<file path="src/rtl/timer_ctrl.sv">
// Command-driven programmable timer: prescaled up-counter with a terminal limit.
// It supports one-shot and periodic modes and emits a one-cycle done pulse on each terminal event.
//
//   state | meaning
//   IDLE  | stopped, count and prescaler cleared
//   RUN   | prescaler advancing, count steps on each tick
//   PAUSE | stopped, count and prescaler frozen
//   DONE  | one-shot run reached its terminal event
module timer_ctrl #(
    parameter int WIDTH      = 8,
    parameter int PRESCALE_W = 8
) (
    input  logic                  clk,
    input  logic                  rst,
    input  logic                  cmd_valid,
    output logic                  cmd_ready,
    input  logic [1:0]            cmd_op,
    input  logic [WIDTH-1:0]      cmd_data,
    input  logic                  periodic,
    input  logic [PRESCALE_W-1:0] prescale,
    output logic [WIDTH-1:0]      count,
    output logic                  busy,
    output logic                  done,
    output logic [1:0]            state
);

    typedef enum logic [1:0] {
        S_IDLE  = 2'b00,
        S_RUN   = 2'b01,
        S_PAUSE = 2'b10,
        S_DONE  = 2'b11
    } state_t;

    localparam logic [1:0] OP_START = 2'b00;
    localparam logic [1:0] OP_STOP  = 2'b01;
    localparam logic [1:0] OP_LOAD  = 2'b10;
    localparam logic [1:0] OP_CLEAR = 2'b11;

    state_t                  state_q;
    logic [WIDTH-1:0]        count_q;
    logic [WIDTH-1:0]        limit_q;
    logic [PRESCALE_W-1:0]   presc_q;
    logic                    done_q;
    logic                    busy_q;
    logic                    ready_q;

    logic accept;
    logic tick;
    logic terminal;

    // Both compares use >= so that a shrinking prescale or limit takes effect at once.
    assign accept   = cmd_valid && ready_q;
    assign tick     = (state_q == S_RUN) && (presc_q >= prescale);
    assign terminal = tick && (count_q >= limit_q);

    always_ff @(posedge clk or negedge rst) begin
        if (!rst) begin
            state_q <= S_IDLE;
            count_q <= '0;
            limit_q <= '1;
            presc_q <= '0;
            done_q  <= 1'b0;
            busy_q  <= 1'b0;
            ready_q <= 1'b1;
        end else begin
            ready_q <= !accept;
            done_q  <= 1'b0;
            if (accept && cmd_op == OP_LOAD) begin
                limit_q <= cmd_data;
            end
            // STOP and CLEAR take priority over a coincident tick; an ignored command lets it proceed.
            if (accept && cmd_op == OP_CLEAR) begin
                state_q <= S_IDLE;
                busy_q  <= 1'b0;
                count_q <= '0;
                presc_q <= '0;
            end else if (accept && cmd_op == OP_STOP && state_q == S_RUN) begin
                state_q <= S_PAUSE;
                busy_q  <= 1'b0;
            end else if (accept && cmd_op == OP_START && state_q != S_RUN) begin
                state_q <= S_RUN;
                busy_q  <= 1'b1;
                if (state_q != S_PAUSE) begin
                    count_q <= '0;
                    presc_q <= '0;
                end
            end else if (state_q == S_RUN) begin
                if (tick) begin
                    presc_q <= '0;
                    if (terminal) begin
                        count_q <= '0;
                        done_q  <= 1'b1;
                        if (!periodic) begin
                            state_q <= S_DONE;
                            busy_q  <= 1'b0;
                        end
                    end else begin
                        count_q <= count_q + 1'b1;
                    end
                end else begin
                    presc_q <= presc_q + 1'b1;
                end
            end
        end
    end

    assign cmd_ready = ready_q;
    assign count     = count_q;
    assign busy      = busy_q;
    assign done      = done_q;
    assign state     = state_q;

endmodule

</file>
<file path="config.mk">
export PLATFORM = sky130hd
export DESIGN_NAME = timer_ctrl
export DESIGN_NICKNAME = d
export VERILOG_FILES = /design/src/rtl/timer_ctrl.sv
export SDC_FILE = /design/constraint.sdc
export NUM_CORES = 1
export LEC_CHECK = 0
export CORE_MARGIN = 2
export CORE_UTILIZATION = 48
export DETAILED_ROUTE_END_ITERATION = 6
export PLACE_DENSITY_LB_ADDON = 0.2
export SLEW_MARGIN = 10
export SYNTH_ARGS = -nofsm -noshare
export SYNTH_HDL_FRONTEND = slang
export SYNTH_SLANG_ARGS = --single-unit
</file>
<file path="constraint.sdc">
create_clock -name clk -period 2.1 [get_ports clk]
set_input_delay 0.42 -clock clk [delete_from_list [all_inputs] [get_ports clk]]
set_output_delay 0.42 -clock clk [all_outputs]
set_load 0.02 [all_outputs]
</file>
# After elaboration in Yosys (flattened, before gate mapping)
# Index checks and enable logic that the tools add are counted.
# op_classes
n_lt_le_gt_ge,2
n_reduce_logical,19
eq_ne,9
add_sub_neg,2
mux,32
# op_table
cell,count
8-bit 2-to-1 mux,12
"8-bit by 1-bit adder with 8-bit output, second input constant",2
8-bit >= comparator,2
2-bit 2-to-1 mux,7
1-bit 2-to-1 mux,13
4-bit nonzero test,3
1-bit logical AND,9
4-bit AND reduction,2
3-bit nonzero test,2
"2-bit by 1-bit equality test with 1-bit output, second input constant",2
"2-bit equality test, second input constant",2
"2-bit inequality test, second input constant",2
"4-bit by 1-bit inequality test with 1-bit output, second input constant",1
"3-bit by 2-bit inequality test with 1-bit output, second input constant",1
3-bit AND reduction,1
2-bit zero test,1
"2-bit by 1-bit inequality test with 1-bit output, second input constant",1
1-bit zero test,1
# totals
wordCells,71
reg_bits,29
out_inout_bits,13

# Longest topological paths before layout
# Gate-level depths: netlist (run 1).
# logic_depth
ltp_word,9
mapped_depth,9

# Worst setup path after synthesis (run 1)
# No wires, ideal clock.
# synth_timing
path_type,register to register
start,register count_q[0] (netlist: count[0])
end,register count_q[3] (netlist: count[3])
path_stages_with_launch,10
n_path_buf,2
slack_ns,-0.212
t_required_ns,2.020
arrival_ns,2.232
path_cell_list,dfrtp_1 -> inv_1 -> ha_1 -> nand2b_4 -> a2111oi_4 -> o31a_2 -> buf_6 -> or3b_1 -> buf_6 -> o211ai_2
# synth_via
elab_chain_len,8
word_cells_on_any_way,9
cone_classes,add/sub (1); order compare (1); mux (6); reduce/logical (1)
# synth_rtl
element,line,text
from (decl),40,logic [WIDTH-1:0] count_q;
from (signal assigned),98,count_q <= count_q + 1'b1;
8-bit >= comparator,54,assign terminal = tick && (count_q >= limit_q);
1-bit logical AND,54,
8-bit 2-to-1 mux (*),90,if (terminal) begin
8-bit 2-to-1 mux (*),88,if (tick) begin
8-bit 2-to-1 mux (*),87,end else if (state_q == S_RUN) begin
8-bit 2-to-1 mux (*),80,end else if (accept && cmd_op == OP_START && state_q != S_RUN) begin
8-bit 2-to-1 mux (*),77,end else if (accept && cmd_op == OP_STOP && state_q == S_RUN) begin
8-bit 2-to-1 mux (*),72,if (accept && cmd_op == OP_CLEAR) begin
# Every way passes the cells marked *; elsewhere a longest branch is shown, timed or not. The select of a mux whose other input is x is not followed.
# A chain may end at the register's enable or synchronous reset.

# Final worst setup path (run 1)
# layout_timing
start,register limit_q[6]
end,register count_q[2] (netlist: count[2])
# layout_via
elab_chain_len,8
# layout_rtl
element,line,text
from (decl),41,logic [WIDTH-1:0] limit_q;
from (signal assigned),69,limit_q <= cmd_data;
8-bit >= comparator,54,
1-bit logical AND,54,
8-bit 2-to-1 mux,90,
8-bit 2-to-1 mux,88,
8-bit 2-to-1 mux,87,
8-bit 2-to-1 mux,80,
8-bit 2-to-1 mux,77,
8-bit 2-to-1 mux,72,
# No other way between the ends. The select of a mux whose other input is x is not followed.

==> flow_summary.toml, run 1 <==
[sta]
report.final.slew_viol_count = 0
max_slew.worst_pin.slew_ps = 412.5
fin_skew_ps = 4.598
finalWorstSetupSlack_ps = -110.7
period_needed_ps = 2211
period_share = 1.053
setup_viol = 7
slew_headroom = 0.7250
finalHoldViolCount = 0
rsz0062_at_grt = "yes"
fmax_mhz = 452.3

[power_and_ir_drop]
swShare = 0.3253
combinationalPowerShare = 0.422
power_leakage_nw = 1.292
p_int_mw = 1.606
p_sw_uw = 774.3
power_density_mw_per_mm2 = 806.1
p_seq_frac = 0.327
clkPwrFrac = 0.251
irDropWorstVdd_uv = 440.2
power.total_mw = 2.380

[die]
start_util = 0.4994
die_area_mm2 = 0.004725
die_h_um = 68.74
dieWidth_um = 68.74
pin_count = 35
floorplan.rows = 23
coreArea_mm2 = 0.004029

[setup_path]
cp_max_fo = 3
cp-end-kind = "register"
path_class = "register to register"
critical_path_required_ps = 2310
start_kind = "register"
arrival_ps = 2420

[final_layout]
finish.utilization = 0.7329
nFillCells = 307
syn2layout_area_growth_pct = 46.77
diodes = 0
nets = 314
final_layout_size_suffix_gt1_frac = 0.4109

[placed_design]
port_buffers = 34
post-dp-hpwl_um = 3387
routabilityCongestion = 0.8564

[detailed_routing]
drc = 0
vias = 1799
wl_um = 4572
firstDrtPassIters = 4
ant_nets = 0
first_iter_violations = 58
wl_per_cell_um = 14.07
drt-vias-per-instance = 5.535

[global_route]
top_usage_layer = "met2"
grt_use_total = 0.2188
grt_max_degree = 30
met3_usage = 0.06656
use_met2 = 0.3413
grt_overflow = 0
antenna_found_initial = 0
grt_pass1_wl_um = 7507
grt.met1_usage = 0.2703
grt_pass1_vias = 1700

[run_status]
outcome = "finished, violations left"
violations = "setup timing"

[logic_synthesis]
yosys-top-cells-count = "inv_1 (22), dfrtp_1 (20), ha_1 (18)"
mappedNetlistNets = 240
synth_area_leaders = "dfrtp_1 (25%), dfstp_2 (12%), ha_1 (11%)"
ys_warn_count = 0
synth_top_area_frac = 0.2488
synthFlopType = "dfrtp_1"
ys_ff_latch = 29
synth_cells = 200
postSynthAreaPerCell_um2 = 10.06
ys_seq_area_frac = 0.3663
async_flop_share = 1.000
synth_area_leader_cell = "dfrtp_1"
synthDistinctLibCells = 59
synth.most_common_cell = "inv_1"
syn-cell-area_mm2 = 0.002012
synth_edf_count = 0

[cts]
cts-htree-levels = 2
cts_root_buffer = "clkbuf_8"
cts_tree = "built"
path_clk_slew_ps = 60
clock_latency_ps = 290
clockBufferDepth = 2
cts_buffers = 5
clock_sinks = 29

[flow_run]
maxCapViolations = 0

[min_path]
hold_path.class = "input port to async pin"
worst max-delay path, stage by stage, from the launching register on:
cell      delay, ps
dfstp_2         540
inv_2            40
ha_4            210
a21o_4          210
a221oi_4        270
o31a_2          250
buf_6           110
or4b_4          450
o221ai_2         70
per-stage QoR:
step	cell area, µm²	hold slack, ps	setup TNS (ps)	setup slack [ps]	cells
6_report	2953	511.8	-628.2	-110.7	325
5_1_grt	2953	551.9	-1337	-181.6	325
4_1_cts	2843	521.4	-936.1	-146.6	325
3_5_place_dp	2669	566.1	-6228	-412.5	314
3_3_place_gp	2669	570.1	-4642	-315.9	314
2_1_floorplan	2043	124.4	-222.4	-45.39	200
kinds of logic after synthesis:
family	synth area share
muxes	0.04975
adders and majority gates	0.1119
DFF	0.3663
buffers and inverters	0.06716
AOI/OAI and AO/OA	0.2239
and+or+nand+nor	0.1810
final timing paths:
kind / startpoint / endpoint / slack, ps / cells past startpoint
max: limit_q[6] / count[2] / -110 / 8
min: rst / presc_q[4] / 510 / 2
max reg2reg: limit_q[6] / count[2] / -110 / 8
min reg2reg: presc_q[7] / presc_q[7] / 590 / 2
max in group asynchronous: rst / limit_q[7] / 1280 / 2
min in group clk: presc_q[7] / presc_q[7] / 590 / 2
layer usage:
metal | part of all wire | vias to the layer above
met4 | 0.019 | 0
met5 | 0 | -
met3 | 0.056 | 11
met1 | 0.44 | 855
li1 | - | 889
met2 | 0.48 | 44
final cells by class:
type	instances	area, µm²	area share
clock buffer	7	86.33	0.02924
clock inverter	1	30.03	0.01017
inverter	22	82.58	0.02797
multi-input combinational	144	1299	0.4398
sequential	29	739.5	0.2504
tap	50	62.56	0.02119
timing repair buffer	72	653.1	0.2212
power groups by stage:
| stage | Combinational, mW | Clock (mW) | Sequential [mW] |
|---|---|---|---|
| floorplan | 0.485 | 0 | 0.828 |
| global placement | 0.867 | 0 | 0.780 |
| detailed placement | 0.889 | 0 | 0.782 |
| CTS | 0.937 | 0.609 | 0.777 |
| global route | 1.11 | 0.642 | 0.800 |
| finish | 1.00 | 0.598 | 0.778 |
cell usage in the layout, fill, tap and decap left out, types with 4 or more instances in the layout:
cell type,count
a21oi_2,8
a31oi_1,5
buf_4,32
buf_6,4
clkbuf_8,6
clkdlybuf4s50_1,33
dfrtp_1,18
dfstp_2,9
ha_1,15
inv_1,18
inv_2,4
mux2_2,8
nand2_1,14
nand3_1,10
nand4_1,4
o21ai_0,7
or2_2,5
flip-flops by register name (all words and copies together), names as in the netlist:
name       cells
busy           1
cmd_ready      1
count          8
done           1
limit_q        8
presc_q        8
state          2
what timing repair did:
action | CTS | global route
gates cloned | 1 | 0
setup endpoints to repair | 16 | 17
hold buffers | 0 | 0
gates resized for setup | 8 | 23
buffers inserted | 2 | 0
pin swaps | 3 | 21
(Power assumes the default switching activity.)
==> run 2: changes to the inputs <==
- clock period: 2.1 -> 1.9 ns (I/O delays scaled with it)
==> run 2 against run 1 <==
  * Highest routed layer unchanged
  * Total power up 12%
  * Critical path depth unchanged
  * Worst setup slack worse by 220 ps
  * Sequential power up 9.3%
  * Critical endpoint unchanged
  * The run still ends with setup timing left
  * Non-clock buffer count up 13
  * Hold slack worse by 42 ps
  * Core utilization up 3.2 points
  * Via count up 3.5%
  * Sequential share of layout area down 0.96 points
  * Cell area up 4.3%
  * Largest cell class unchanged
  * Clock skew about the same
==> flow_summary.toml, run 2 (synthesis results as in run 1) <==
[sta]
max_slew.worst_pin.slew_ps = 384.3
fin_skew_ps = 4.926
rsz0062_at_grt = "yes"
period_share = 1.176
fmax_mhz = 447.7
setup_tns_ps = -2728
setup_viol = 11
report.final.slew_viol_count = 0
whs_ps = 469.6
finalHoldViolCount = 0
finalWorstSetupSlack_ps = -333.5
slew_headroom = 0.7438
period_needed_ps = 2233

[setup_path]
cp_max_fo = 6
arrival_ps = 2440
path_cells = "inv_2 -> ha_4 -> a21o_4 -> a221oi_4 -> o31a_2 -> buf_6 -> or4b_4 -> o221ai_2"
crit_path_top_delay_cell = "dfstp_2"
critical_path_required_ps = 2110
path_class = "register to register"
cp-end-kind = "register"
max_stage_delay_ps = 530
start_kind = "register"

[global_route]
antenna_found_initial = 0
grt_pass1_vias = 1704
grt_max_degree = 30
grt_use_total = 0.2309
grt_overflow = 0
grt_pass1_wl_um = 7914

[power_and_ir_drop]
irDropWorstVdd_uv = 558.0
power_leakage_nw = 1.392
power_density_mw_per_mm2 = 864.2

[detailed_routing]
vias = 1862
firstDrtPassIters = 4
ant_nets = 0
first_iter_violations = 90
wl_per_cell_um = 15.58
wl_um = 5265
drt-vias-per-instance = 5.509
drc = 0

[run_status]
violations = "setup timing"
outcome = "finished, violations left"

[final_layout]
final_common_cell = "buf_4"
syn2layout_area_growth_pct = 53.11
nets = 327
register_area_um2 = 742.0
multi_input_area_mm2 = 0.001350
nFillCells = 279
final_layout_size_suffix_gt1_frac = 0.4688
diodes = 0
layout_common_cells = "buf_4 (47), clkdlybuf4s50_1 (25), dfrtp_1 (16), inv_1 (15), nand2_1 (14)"

[die]
pin_count = 35
die_h_um = 68.74
dieWidth_um = 68.74
die_area_mm2 = 0.004725
start_util = 0.4994
coreArea_mm2 = 0.004029
floorplan.rows = 23

[placed_design]
routabilityCongestion = 0.8456
post-dp-hpwl_um = 3624
port_buffers = 34

[cts]
cts-htree-levels = 2
cts_tree = "built"
holdBufCountCts = 0
cts_root_buffer = "clkbuf_8"
cts_buffers = 5
clock_sinks = 29
path_clk_slew_ps = 60
clock_latency_ps = 280
clockBufferDepth = 2

[min_path]
hold_path.class = "input port to register"

[flow_run]
maxCapViolations = 0
[run 2: per-stage QoR]
stage	instance area (µm²)	total power, mW	cells	setup WS, ps	utilization
2_1_floorplan	2043	1.452	200	-245.4	-
3_3_place_gp	2729	1.863	322	-474.4	0.6773
3_5_place_dp	2729	1.901	322	-512.0	0.6773
4_1_cts	2912	2.536	334	-313.2	0.7227
5_1_grt	3080	2.824	338	-366.1	0.7646
6_report	3080	2.662	338	-333.5	0.7646
[run 2: metal layers]
layer	GRT usage	wire [µm]
met1	0.2979	2379
met2	0.3798	2641
met5	0	0
met3	0.05032	167
met4	0.08333	76
[run 2: final timing paths]
kind                                  from  depth (start not counted)  slack, ps          to
worst max-delay path            limit_q[6]                          8       -330    count[2]
worst min-delay path             cmd_op[1]                          3        470    state[0]
worst max register to register  limit_q[6]                          8       -330    count[2]
worst min register to register  limit_q[3]                          1        620  limit_q[3]
max in group asynchronous              rst                          2       1090   cmd_ready
min in group asynchronous              rst                          2        480  presc_q[7]
[run 2: layout make-up]
type                    count  area share
repair buffers             85      0.2445
multi-input cells         144      0.4383
clock buffers               8     0.02924
well taps                  50     0.02031
inverters                  22     0.02681
flip-flops and latches     29      0.2409
[run 2: critical path, delay by kind of cell, from the launching register on]
kind	cells	cell delay, ps
and+or+nand+nor	1	450
DFF	1	530
buffers and inverters	2	170
adders and majority gates	1	210
AOI/OAI and AO/OA	4	800
[run 2: timing repair]
item,in CTS,in global routing
resized for setup,19,32
pin swaps,21,18
setup endpoints to repair,19,19
buffers inserted,5,4
[run 2: power breakdown]
group	total, mW	internal (mW)	switching [mW]	leakage, nW
Clock	0.531	0.295	0.236	0.0455
Sequential	0.850	0.761	0.0896	0.349
Combinational	1.28	0.675	0.605	0.998
==> run 3: changes to the inputs <==
==> constraint.sdc (replaced) <==
create_clock -name clk -period 1.9 [get_ports clk]
set_input_delay 0.38 -clock clk [delete_from_list [all_inputs] [get_ports clk]]
set_output_delay 0.38 -clock clk [all_outputs]
set_load 0.01 [all_outputs]
==> run 3 against run 2 <==
  * The flow still finishes with violations (setup timing)
  * Clock power up 1%
  * Hold slack got worse by 0.81 ps
  * First-iteration DRC count down 29%
  * Sequential share of layout area shrank 0.50 points
  * Critical path type unchanged
  * Largest power group unchanged
  * Highest routed layer unchanged
==> flow_summary.toml, run 3 (synthesis results as in run 1) <==
[run_status]
outcome = "finished, violations left"
violations = "setup timing"

[die]
coreArea_mm2 = 0.004029
floorplan.rows = 23
die_area_mm2 = 0.004725
die_h_um = 68.74
dieWidth_um = 68.74
start_util = 0.4994
pin_count = 35

[final_layout]
layout_common_cells = "buf_4 (46), clkdlybuf4s50_1 (25), dfrtp_1 (20), inv_1 (16), nand2_1 (14)"
syn2layout_area_growth_pct = 55.29
diodes = 0
final_common_cell = "buf_4"
final_layout_size_suffix_gt1_frac = 0.4467
final_cells = 341
nets = 330
finish.utilization = 0.7755

[cts]
clock_latency_ps = 280
holdBufCountCts = 0
clock_sinks = 29
cts-htree-levels = 2
cts_buffers = 5
cts_tree = "built"
clockBufferDepth = 2
cts_root_buffer = "clkbuf_8"
path_clk_slew_ps = 70

[setup_path]
reg2regPathDepth = 8
r2r_slack_ps = -300
critPathTopFamily = "simple AND/OR/NAND/NOR gates"
crit_buf_inv = 2
path_class = "register to register"
max_stage_delay_ps = 520
r2r-end = "count[2]"
critical_path_required_ps = 2110
path_cells = "inv_1 -> ha_1 -> and3_4 -> a221oi_4 -> o31a_2 -> buf_6 -> or4b_4 -> o221ai_2"
start_kind = "register"
r2r-start = "limit_q[5]"
cp_max_fo = 6
arrival_ps = 2410
cp-end-kind = "register"
crit_path_top_delay_cell = "dfstp_2"

[power_and_ir_drop]
power_leakage_nw = 1.425
power.total_mw = 2.664
irDropWorstVdd_uv = 551.6
power_density_mw_per_mm2 = 852.6

[detailed_routing]
drc = 0
firstDrtPassIters = 5
ant_nets = 0
wl_per_cell_um = 16.52
vias = 1914
first_iter_violations = 64
wl_um = 5632
drt-vias-per-instance = 5.613

[min_path]
hold_path.class = "input port to register"
min_from = "cmd_op[1]"
min_path_cells = 3
whs_endpoint = "state[0]"

[sta]
report.final.slew_viol_count = 0
rsz0062_at_grt = "yes"
max_slew.worst_pin.slew_ps = 390.0
finalHoldViolCount = 0
fmax_mhz = 453.8
whs_ps = 468.8
fin_skew_ps = 7.914
setup_viol = 10
period_share = 1.160
finalWorstSetupSlack_ps = -303.4
period_needed_ps = 2203
slew_headroom = 0.7400

[placed_design]
post-dp-hpwl_um = 3699
port_buffers = 34
routabilityCongestion = 0.8146
dp_cells = 324
dpl_worst_slack_ps = -524.9

[global_route]
antenna_found_initial = 0
grt_overflow = 0
grt_pass1_wl_um = 8169
grt_use_total = 0.2371
grt_pass1_vias = 1738
grt_max_degree = 30

[flow_run]
maxCapViolations = 0
[run 3: layout make-up]
cell class | instances | area (µm²)
timing repair buffer | 88 | 795.8
clock buffer | 8 | 90.09
multi-input combinational | 144 | 1356
inverter | 22 | 82.58
sequential | 29 | 737.0
fill | 267 | 904.6
tap | 50 | 62.56
[run 3: metrics by stage]
stage,instance area [µm²],TNS (ps)
floorplan,2053,-1576
global placement,2754,-7226
detailed placement,2754,-8188
CTS,2972,-2621
global route,3124,-3590
finish,3124,-2436
[run 3: what timing repair did]
item	CTS	global route
pin swaps	16	19
setup endpoints to repair	19	19
gates resized for setup	26	24
buffers inserted	4	6
[run 3: routing by layer]
| layer | part of all wire | vias up | global-route usage |
|---|---|---|---|
| met1 | 0.44 | 916 | 0.3164 |
| met4 | 0.021 | 0 | 0.07108 |
| li1 | - | 923 | - |
| met5 | 0 | - | 0 |
| met2 | 0.50 | 60 | 0.3858 |
| met3 | 0.048 | 15 | 0.05032 |
[run 3: worst min-delay path: cells and delay by family]
kind	cells	cell delay (ps)
buffers and inverters	2	240
AOI/OAI and AO/OA	1	90
[run 3: power by group]
| part | total (mW) | switching (mW) | internal, mW |
|---|---|---|---|
| combinational | 1.28 | 0.593 | 0.686 |
| sequential | 0.848 | 0.0903 | 0.757 |
| clock | 0.537 | 0.242 | 0.295 |
[run 3: worst max path at each step]
stage	from	end	slack, ps	cells after the start
4_1_cts	limit_q[6]	count[2]	-330	8
3_5_place_dp	prescale[7]	count[2]	-520	9
2_1_floorplan	limit_q[6]	count[3]	-240	9
5_1_grt	limit_q[5]	count[2]	-360	8
3_3_place_gp	prescale[2]	count[2]	-480	9
6_report	limit_q[5]	count[2]	-300	8
